==> config.mk <==
export PLATFORM = sky130hd
export DESIGN_NAME = systolic_array_ctrl
export DESIGN_NICKNAME = d
export VERILOG_FILES = /design/src/rtl/systolic_ctrl_pkg.sv /design/src/rtl/skew_window_gen.sv /design/src/rtl/systolic_array_ctrl.sv
export SDC_FILE = /design/constraint.sdc
export NUM_CORES = 1
export LEC_CHECK = 0
export CAP_MARGIN = 20
export CORE_UTILIZATION = 56
export CTS_CLUSTER_SIZE = 24
export DETAILED_ROUTE_END_ITERATION = 6
export GPL_TIMING_DRIVEN = 0
export PLACE_DENSITY = 0.95
export SLEW_MARGIN = 20
export SYNTH_ARGS = -nofsm -noshare
export SYNTH_HDL_FRONTEND = slang
export SYNTH_SLANG_ARGS = --single-unit
==> constraint.sdc <==
create_clock -name clk_i -period 8.6 [get_ports clk_i]
set_input_delay 1.72 -clock clk_i [delete_from_list [all_inputs] [get_ports clk_i]]
set_output_delay 1.72 -clock clk_i [all_outputs]
set_load 0.03 [all_outputs]
==> src/rtl/systolic_ctrl_pkg.sv <==
// Shared types and helpers for the systolic array sequencer.
package systolic_ctrl_pkg;

   typedef enum logic [1:0] {
      IDLE   = 2'd0,
      LOAD   = 2'd1,
      STREAM = 2'd2,
      DONE   = 2'd3
   } ctrl_state_e;

   // True when lo <= t < lo+k. Callers zero-extend their CNT_W+1 counter and
   // CNT_W count into 32 bits, so lo+k cannot wrap for any legal size.
   function automatic logic in_window(input int unsigned t,
                                      input int unsigned lo,
                                      input int unsigned k);
      return (t >= lo) && (t < lo + k);
   endfunction

endpackage

==> src/rtl/skew_window_gen.sv <==
// Diagonal skew window decode: row feeder enables, per-PE partial-sum valid
// grid and south-edge valid strobes, all derived from the stream counter.
module skew_window_gen
   import systolic_ctrl_pkg::*;
#(
   parameter int unsigned ROW   = 4,
   parameter int unsigned COL   = 4,
   parameter int unsigned CNT_W = 8
) (
   input  logic [CNT_W:0]     t_i,
   input  logic [CNT_W-1:0]   k_i,
   input  logic               stream_en_i,
   output logic [ROW-1:0]     x_row_en_o,
   output logic [ROW*COL-1:0] ps_valid_o,
   output logic [COL-1:0]     south_valid_o
);

   // Window compares against the latched vector count, gated by STREAM.
   always_comb begin
      x_row_en_o    = '0;
      ps_valid_o    = '0;
      south_valid_o = '0;
      if (stream_en_i) begin
         for (int unsigned r = 0; r < ROW; r++) begin
            x_row_en_o[r] = in_window(32'(t_i), r, 32'(k_i));
            for (int unsigned c = 0; c < COL; c++) begin
               ps_valid_o[r*COL+c] = in_window(32'(t_i), r + c, 32'(k_i));
            end
         end
         for (int unsigned c = 0; c < COL; c++) begin
            south_valid_o[c] = in_window(32'(t_i), ROW + c, 32'(k_i));
         end
      end
   end

endmodule

==> src/rtl/systolic_array_ctrl.sv <==
// Weight-stationary systolic array sequencer: weight load, skewed activation
// stream, partial-sum drain. PE grid bit for [r][c] is index r*COL+c.
module systolic_array_ctrl
   import systolic_ctrl_pkg::*;
#(
   parameter int unsigned ROW   = 4,
   parameter int unsigned COL   = 4,
   parameter int unsigned CNT_W = 8
) (
   input  logic               clk_i,
   input  logic               rst_i,
   input  logic               start_i,
   input  logic [CNT_W-1:0]   num_vec_i,
   output logic               busy_o,
   output logic               done_o,
   output logic               w_load_en_o,
   output logic [ROW-1:0]     x_row_en_o,
   output logic [ROW*COL-1:0] ctrl_load_o,
   output logic [ROW*COL-1:0] ctrl_sum_out_o,
   output logic [ROW*COL-1:0] ctrl_ps_in_o,
   output logic [ROW*COL-1:0] ctrl_ps_valid_o,
   output logic [COL-1:0]     south_valid_o
);

   localparam logic [CNT_W:0] LOAD_LAST = (CNT_W+1)'(ROW - 1);
   localparam logic [CNT_W:0] SKEW_LAST = (CNT_W+1)'(ROW + COL - 2);

   ctrl_state_e      state_q;
   logic [CNT_W:0]   t_q;
   logic [CNT_W-1:0] k_q;
   logic             busy_q;
   logic             done_q;
   logic             load_q;
   logic [CNT_W:0]   stream_last;
   logic [ROW*COL-1:0] ps_valid;
   logic [ROW*COL-1:0] row0_mask;

   // Last STREAM cycle index: K + ROW + COL - 2, fits in CNT_W+1 bits.
   assign stream_last = {1'b0, k_q} + SKEW_LAST;

   // Sequencer FSM with counter, latched K and registered simple outputs.
   always_ff @(posedge clk_i) begin
      if (rst_i) begin
         state_q <= IDLE;
         t_q     <= '0;
         k_q     <= '0;
         busy_q  <= 1'b0;
         done_q  <= 1'b0;
         load_q  <= 1'b0;
      end else begin
         case (state_q)
            IDLE: begin
               if (start_i) begin
                  busy_q <= 1'b1;
                  t_q    <= '0;
                  if (num_vec_i != '0) begin
                     k_q     <= num_vec_i;
                     load_q  <= 1'b1;
                     state_q <= LOAD;
                  end else begin
                     done_q  <= 1'b1;
                     state_q <= DONE;
                  end
               end
            end
            LOAD: begin
               if (t_q == LOAD_LAST) begin
                  t_q     <= '0;
                  load_q  <= 1'b0;
                  state_q <= STREAM;
               end else begin
                  t_q <= t_q + 1'b1;
               end
            end
            STREAM: begin
               if (t_q == stream_last) begin
                  t_q     <= '0;
                  done_q  <= 1'b1;
                  state_q <= DONE;
               end else begin
                  t_q <= t_q + 1'b1;
               end
            end
            DONE: begin
               busy_q  <= 1'b0;
               done_q  <= 1'b0;
               state_q <= IDLE;
            end
            default: begin
               busy_q  <= 1'b0;
               done_q  <= 1'b0;
               load_q  <= 1'b0;
               t_q     <= '0;
               state_q <= IDLE;
            end
         endcase
      end
   end

   skew_window_gen #(
      .ROW   (ROW),
      .COL   (COL),
      .CNT_W (CNT_W)
   ) u_skew (
      .t_i           (t_q),
      .k_i           (k_q),
      .stream_en_i   (state_q == STREAM),
      .x_row_en_o    (x_row_en_o),
      .ps_valid_o    (ps_valid),
      .south_valid_o (south_valid_o)
   );

   // Row 0 never takes a north carry-in.
   always_comb begin
      row0_mask = '1;
      for (int unsigned c = 0; c < COL; c++) begin
         row0_mask[c] = 1'b0;
      end
   end

   assign busy_o          = busy_q;
   assign done_o          = done_q;
   assign w_load_en_o     = load_q;
   assign ctrl_load_o     = {(ROW*COL){load_q}};
   assign ctrl_ps_valid_o = ps_valid;
   assign ctrl_sum_out_o  = ps_valid;
   assign ctrl_ps_in_o    = ps_valid & row0_mask;

endmodule

==> metrics.txt <==
# TYPE chip_impl_metric gauge
chip_impl_info{name="outcome",value="finished clean"} 1
chip_impl_metric{name="asyncSetResetFlopFracSynth",unit="%"} 0
chip_impl_metric{name="pwr_density_cell",unit="nW/µm²"} 161.4
chip_impl_metric{name="dp_cells",unit=""} 631
chip_impl_metric{name="max_freq",unit="GHz"} 0.1648
chip_impl_metric{name="globalRoute.totalOverflow",unit=""} 0
chip_impl_metric{name="count_of_unique_library_cells_instantiated_by_yosys",unit=""} 50
chip_impl_metric{name="cts_htree_levels",unit=""} 1
chip_impl_info{name="post_synth_main_area_contributors",value="ha_1 27%, buf_4 13%, dfxtp_1 12%"} 1
chip_impl_metric{name="number_of_synthesized_flops_with_an_enable_pin",unit=""} 0
chip_impl_metric{name="fp.coreArea",unit="µm²"} 6350
chip_impl_metric{name="sw_share",unit="%"} 47.24
chip_impl_info{name="timing.critical_path.to_type",value="output pin"} 1
chip_impl_metric{name="critical_path.max_fanout",unit=""} 10
chip_impl_metric{name="synthesis.area",unit="µm²"} 3687
chip_impl_metric{name="ys.warnings.count",unit=""} 0
chip_impl_metric{name="power.net_switching",unit="µW"} 356.6
chip_impl_metric{name="diodes",unit=""} 0
chip_impl_metric{name="utilization",unit="%"} 73.66
chip_impl_metric{name="pwr-share-comb",unit="%"} 67.7
chip_impl_metric{name="wl_per_cell",unit="µm"} 16.04
chip_impl_metric{name="wirelength",unit="mm"} 10.18
chip_impl_metric{name="area_delta_synth_final",unit="%"} 26.84
chip_impl_info{name="most-common-layout-cells",value="81 x clkdlybuf4s50_1, 79 x ha_1, 64 x buf_4"} 1
chip_impl_metric{name="wl_met3",unit="µm"} 990
chip_impl_metric{name="leakagePower",unit="µW"} 0.002091
chip_impl_metric{name="final_hold_viol_count",unit=""} 0
chip_impl_metric{name="placed_cell_area",unit="µm²"} 4606
chip_impl_info{name="top_layer_used",value="met4"} 1
chip_impl_info{name="holdCritPathClass",value="reg2reg"} 1
chip_impl_metric{name="worst_slew_margin_relative_to_its_limit",unit="%"} 47.98
chip_impl_metric{name="peakVddDrop",unit="mV"} 0.1992
chip_impl_metric{name="power.share.clock",unit="%"} 12.9
chip_impl_metric{name="ys_seq_area_share",unit="%"} 11.94
chip_impl_info{name="rsz0062_at_grt",value="false"} 1
chip_impl_metric{name="path_clk_slew",unit="ns"} 0.08
chip_impl_metric{name="crit_required",unit="ns"} 6.88
chip_impl_metric{name="wirelength_met1",unit="mm"} 4.030
chip_impl_metric{name="drt_first_pass_iters",unit=""} 6
chip_impl_metric{name="port_buffers",unit=""} 81
chip_impl_metric{name="detail-route-antenna-nets",unit=""} 0
chip_impl_metric{name="drive_above_1_share",unit="%"} 13.62
chip_impl_metric{name="cts_buffers",unit=""} 3
chip_impl_metric{name="final-setup-viol-count",unit=""} 0
chip_impl_metric{name="post-cts-setup-buffer-count",unit=""} 0
chip_impl_metric{name="fp.dieArea",unit="µm²"} 6913
chip_impl_metric{name="maximum_number_of_pins_on_one_net_before_global_route_repair",unit=""} 20
chip_impl_metric{name="detail_route.vias_per_cell",unit=""} 5.843
chip_impl_metric{name="post_route_setup_tns",unit="ns"} 0
chip_impl_metric{name="dieHeight",unit="µm"} 83.15
chip_impl_metric{name="syn_avg_cell_area",unit="µm²"} 7.845
chip_impl_metric{name="drc",unit=""} 0
chip_impl_metric{name="cts.sink_count",unit=""} 22
chip_impl_metric{name="synthDominantCellAreaShare",unit="%"} 26.81
chip_impl_metric{name="detail_route.iter0.violations",unit=""} 311
chip_impl_metric{name="post-dp-hpwl",unit="mm"} 7.743
chip_impl_metric{name="clock_period_minus_final_worst_setup_slack",unit="ns"} 6.066
chip_impl_metric{name="grt_usage",unit="%"} 29.51
chip_impl_metric{name="ioPinCount",unit=""} 86
chip_impl_info{name="synth.largest_area_cell",value="ha_1"} 1
chip_impl_info{name="yosys_most_used_dff",value="dfxtp_1"} 1
chip_impl_metric{name="drv.max_cap_violation_count",unit=""} 0
chip_impl_info{name="root_buffer",value="clkbuf_8"} 1
chip_impl_metric{name="cts_resized",unit=""} 0
chip_impl_metric{name="worst-r2r-setup-slack",unit="ns"} 4.88
chip_impl_metric{name="clock_latency_at_the_later_pin_of_the_worst_skew_pair",unit="ns"} 0.27
chip_impl_info{name="tritoncts",value="done"} 1
chip_impl_metric{name="grt_pass1_wl",unit="mm"} 16.79
chip_impl_metric{name="stdcell_area",unit="µm²"} 4677
chip_impl_metric{name="final-max-slew-violation-count",unit=""} 0
chip_impl_metric{name="final_net_count",unit=""} 649
chip_impl_info{name="timing_worst_setup_path_type",value="reg2out"} 1
chip_impl_metric{name="worst-slew-pin-transition",unit="ns"} 0.7737
chip_impl_metric{name="share_of_the_cycle_needed_by_the_critical_path_after_routing",unit="%"} 70.54
chip_impl_metric{name="synth_cells",unit=""} 470
chip_impl_metric{name="placement_rows",unit=""} 29
chip_impl_metric{name="wl_met2",unit="mm"} 4.868
chip_impl_metric{name="postCtsHoldBufs",unit=""} 0
chip_impl_metric{name="synth.ff_latch_count",unit=""} 22
chip_impl_metric{name="start_util",unit="%"} 58.07
chip_impl_info{name="final_common_cell",value="clkdlybuf4s50_1"} 1
chip_impl_metric{name="number_of_antenna_violations_at_the_first_check_in_global_routing",unit=""} 0
chip_impl_metric{name="via_count",unit=""} 3710
chip_impl_metric{name="grt_pass1_vias",unit=""} 3677
chip_impl_metric{name="cellInternalPower",unit="µW"} 398.3
chip_impl_metric{name="clock_tree.buffer_depth",unit=""} 2
chip_impl_metric{name="worst_slack_on_hold_paths",unit="ns"} 0.4972
chip_impl_metric{name="worst_clock_skew",unit="ns"} 0.005819
chip_impl_metric{name="chipWidth",unit="µm"} 83.15
chip_impl_metric{name="power.share.sequential",unit="%"} 19.4
chip_impl_metric{name="post_layout_instance_count_excluding_filler_cells",unit=""} 635
chip_impl_metric{name="gp_routability_congestion",unit=""} 1.031
chip_impl_metric{name="crit_arrival",unit="ns"} 4.35
chip_impl_info{name="timing.critical_path.from_type",value="flip-flop"} 1
per-layer routing:
metal / vias up / track usage, %
met5: - / 0
met4: 0 / 13.17
met3: 45 / 6.262
met2: 225 / 51.19
met1: 1694 / 34.78
li1: 1746 / -
power by group through the flow:
stage	clock [µW]	combinational [µW]	sequential, µW
2_1_floorplan	0	345	151
3_3_place_gp	0	484	145
3_5_place_dp	0	501	148
4_1_cts	98.8	507	145
5_1_grt	103	554	149
6_report	97.5	511	146
cell usage after synthesis (4+ instances only):
| cell type | number |
|---|---|
| o21a_1 | 5 |
| dfxtp_1 | 22 |
| and3_1 | 4 |
| o21bai_1 | 4 |
| inv_1 | 24 |
| nor2_1 | 46 |
| nand2b_1 | 7 |
| nand4_1 | 5 |
| a21oi_1 | 36 |
| nand2_1 | 24 |
| nor2b_1 | 12 |
| xnor2_1 | 35 |
| buf_4 | 64 |
| o21ai_0 | 14 |
| or3_1 | 8 |
| nor3_1 | 5 |
| ha_1 | 79 |
| nand3_1 | 12 |
| clkbuf_1 | 10 |
| a21o_1 | 11 |
final cells by class:
cell class / count / area (µm²)
multi-input combinational: 349 / 2633
fill: 464 / 1673
timing repair buffer: 81 / 810.8
buffer: 76 / 528.0
sequential: 22 / 440.4
inverter: 26 / 97.59
tap: 77 / 96.34
clock buffer: 3 / 41.29
clock inverter: 1 / 30.03
per-stage QoR:
step,worst slack [ns],total power (µW)
after floorplan,3.545,495.4
after global placement,3.004,628.9
after detailed placement,2.846,648.8
after CTS,2.537,751.1
after global routing,2.196,806.0
final,2.534,754.9
path summary, 6_finish.rpt:
path                            start             endpoint  cells after the start
hold reg to reg   busy_o$_SDFFE_PP0P_  busy_o$_SDFFE_PP0P_                      2
setup / recovery  k_q[2]$_SDFFE_PP0P_  ctrl_ps_valid_o[10]                     12
hold / removal    busy_o$_SDFFE_PP0P_  busy_o$_SDFFE_PP0P_                      2
setup reg to reg  k_q[2]$_SDFFE_PP0P_  t_q[3]$_SDFFE_PP0P_                     10
worst max-delay path, cell delays in order (launching register included):
cell and delay (ns):
dfxtp_1 0.59, ha_1 0.22, clkbuf_1 0.39, and3_1 0.30, xnor2_1 0.14, ha_1 0.26
a21o_1 0.19, a221o_1 0.34, nand2_1 0.07, nand4b_1 0.10, a41oi_1 0.60, buf_4 0.22
clkdlybuf4s50_1 0.67
state kept, by name (all words and copies together) (netlist names):
signal / flops
busy_o: 1
done_o: 1
k_q: 8
state_q: 2
t_q: 9
w_load_en_o: 1
cells by family after synthesis:
| logic type | count (synthesis) | synth area share (%) |
|---|---|---|
| AOI/OAI and AO/OA | 98 | 18.09 |
| adders and majority gates | 79 | 26.81 |
| other | 1 | 0.1017 |
| and+or+nand+nor | 131 | 17.31 |
| buffers and inverters | 102 | 16.97 |
| xor gates and xnor gates | 37 | 8.789 |
| DFF | 22 | 11.94 |
(Power assumes the default switching activity.)
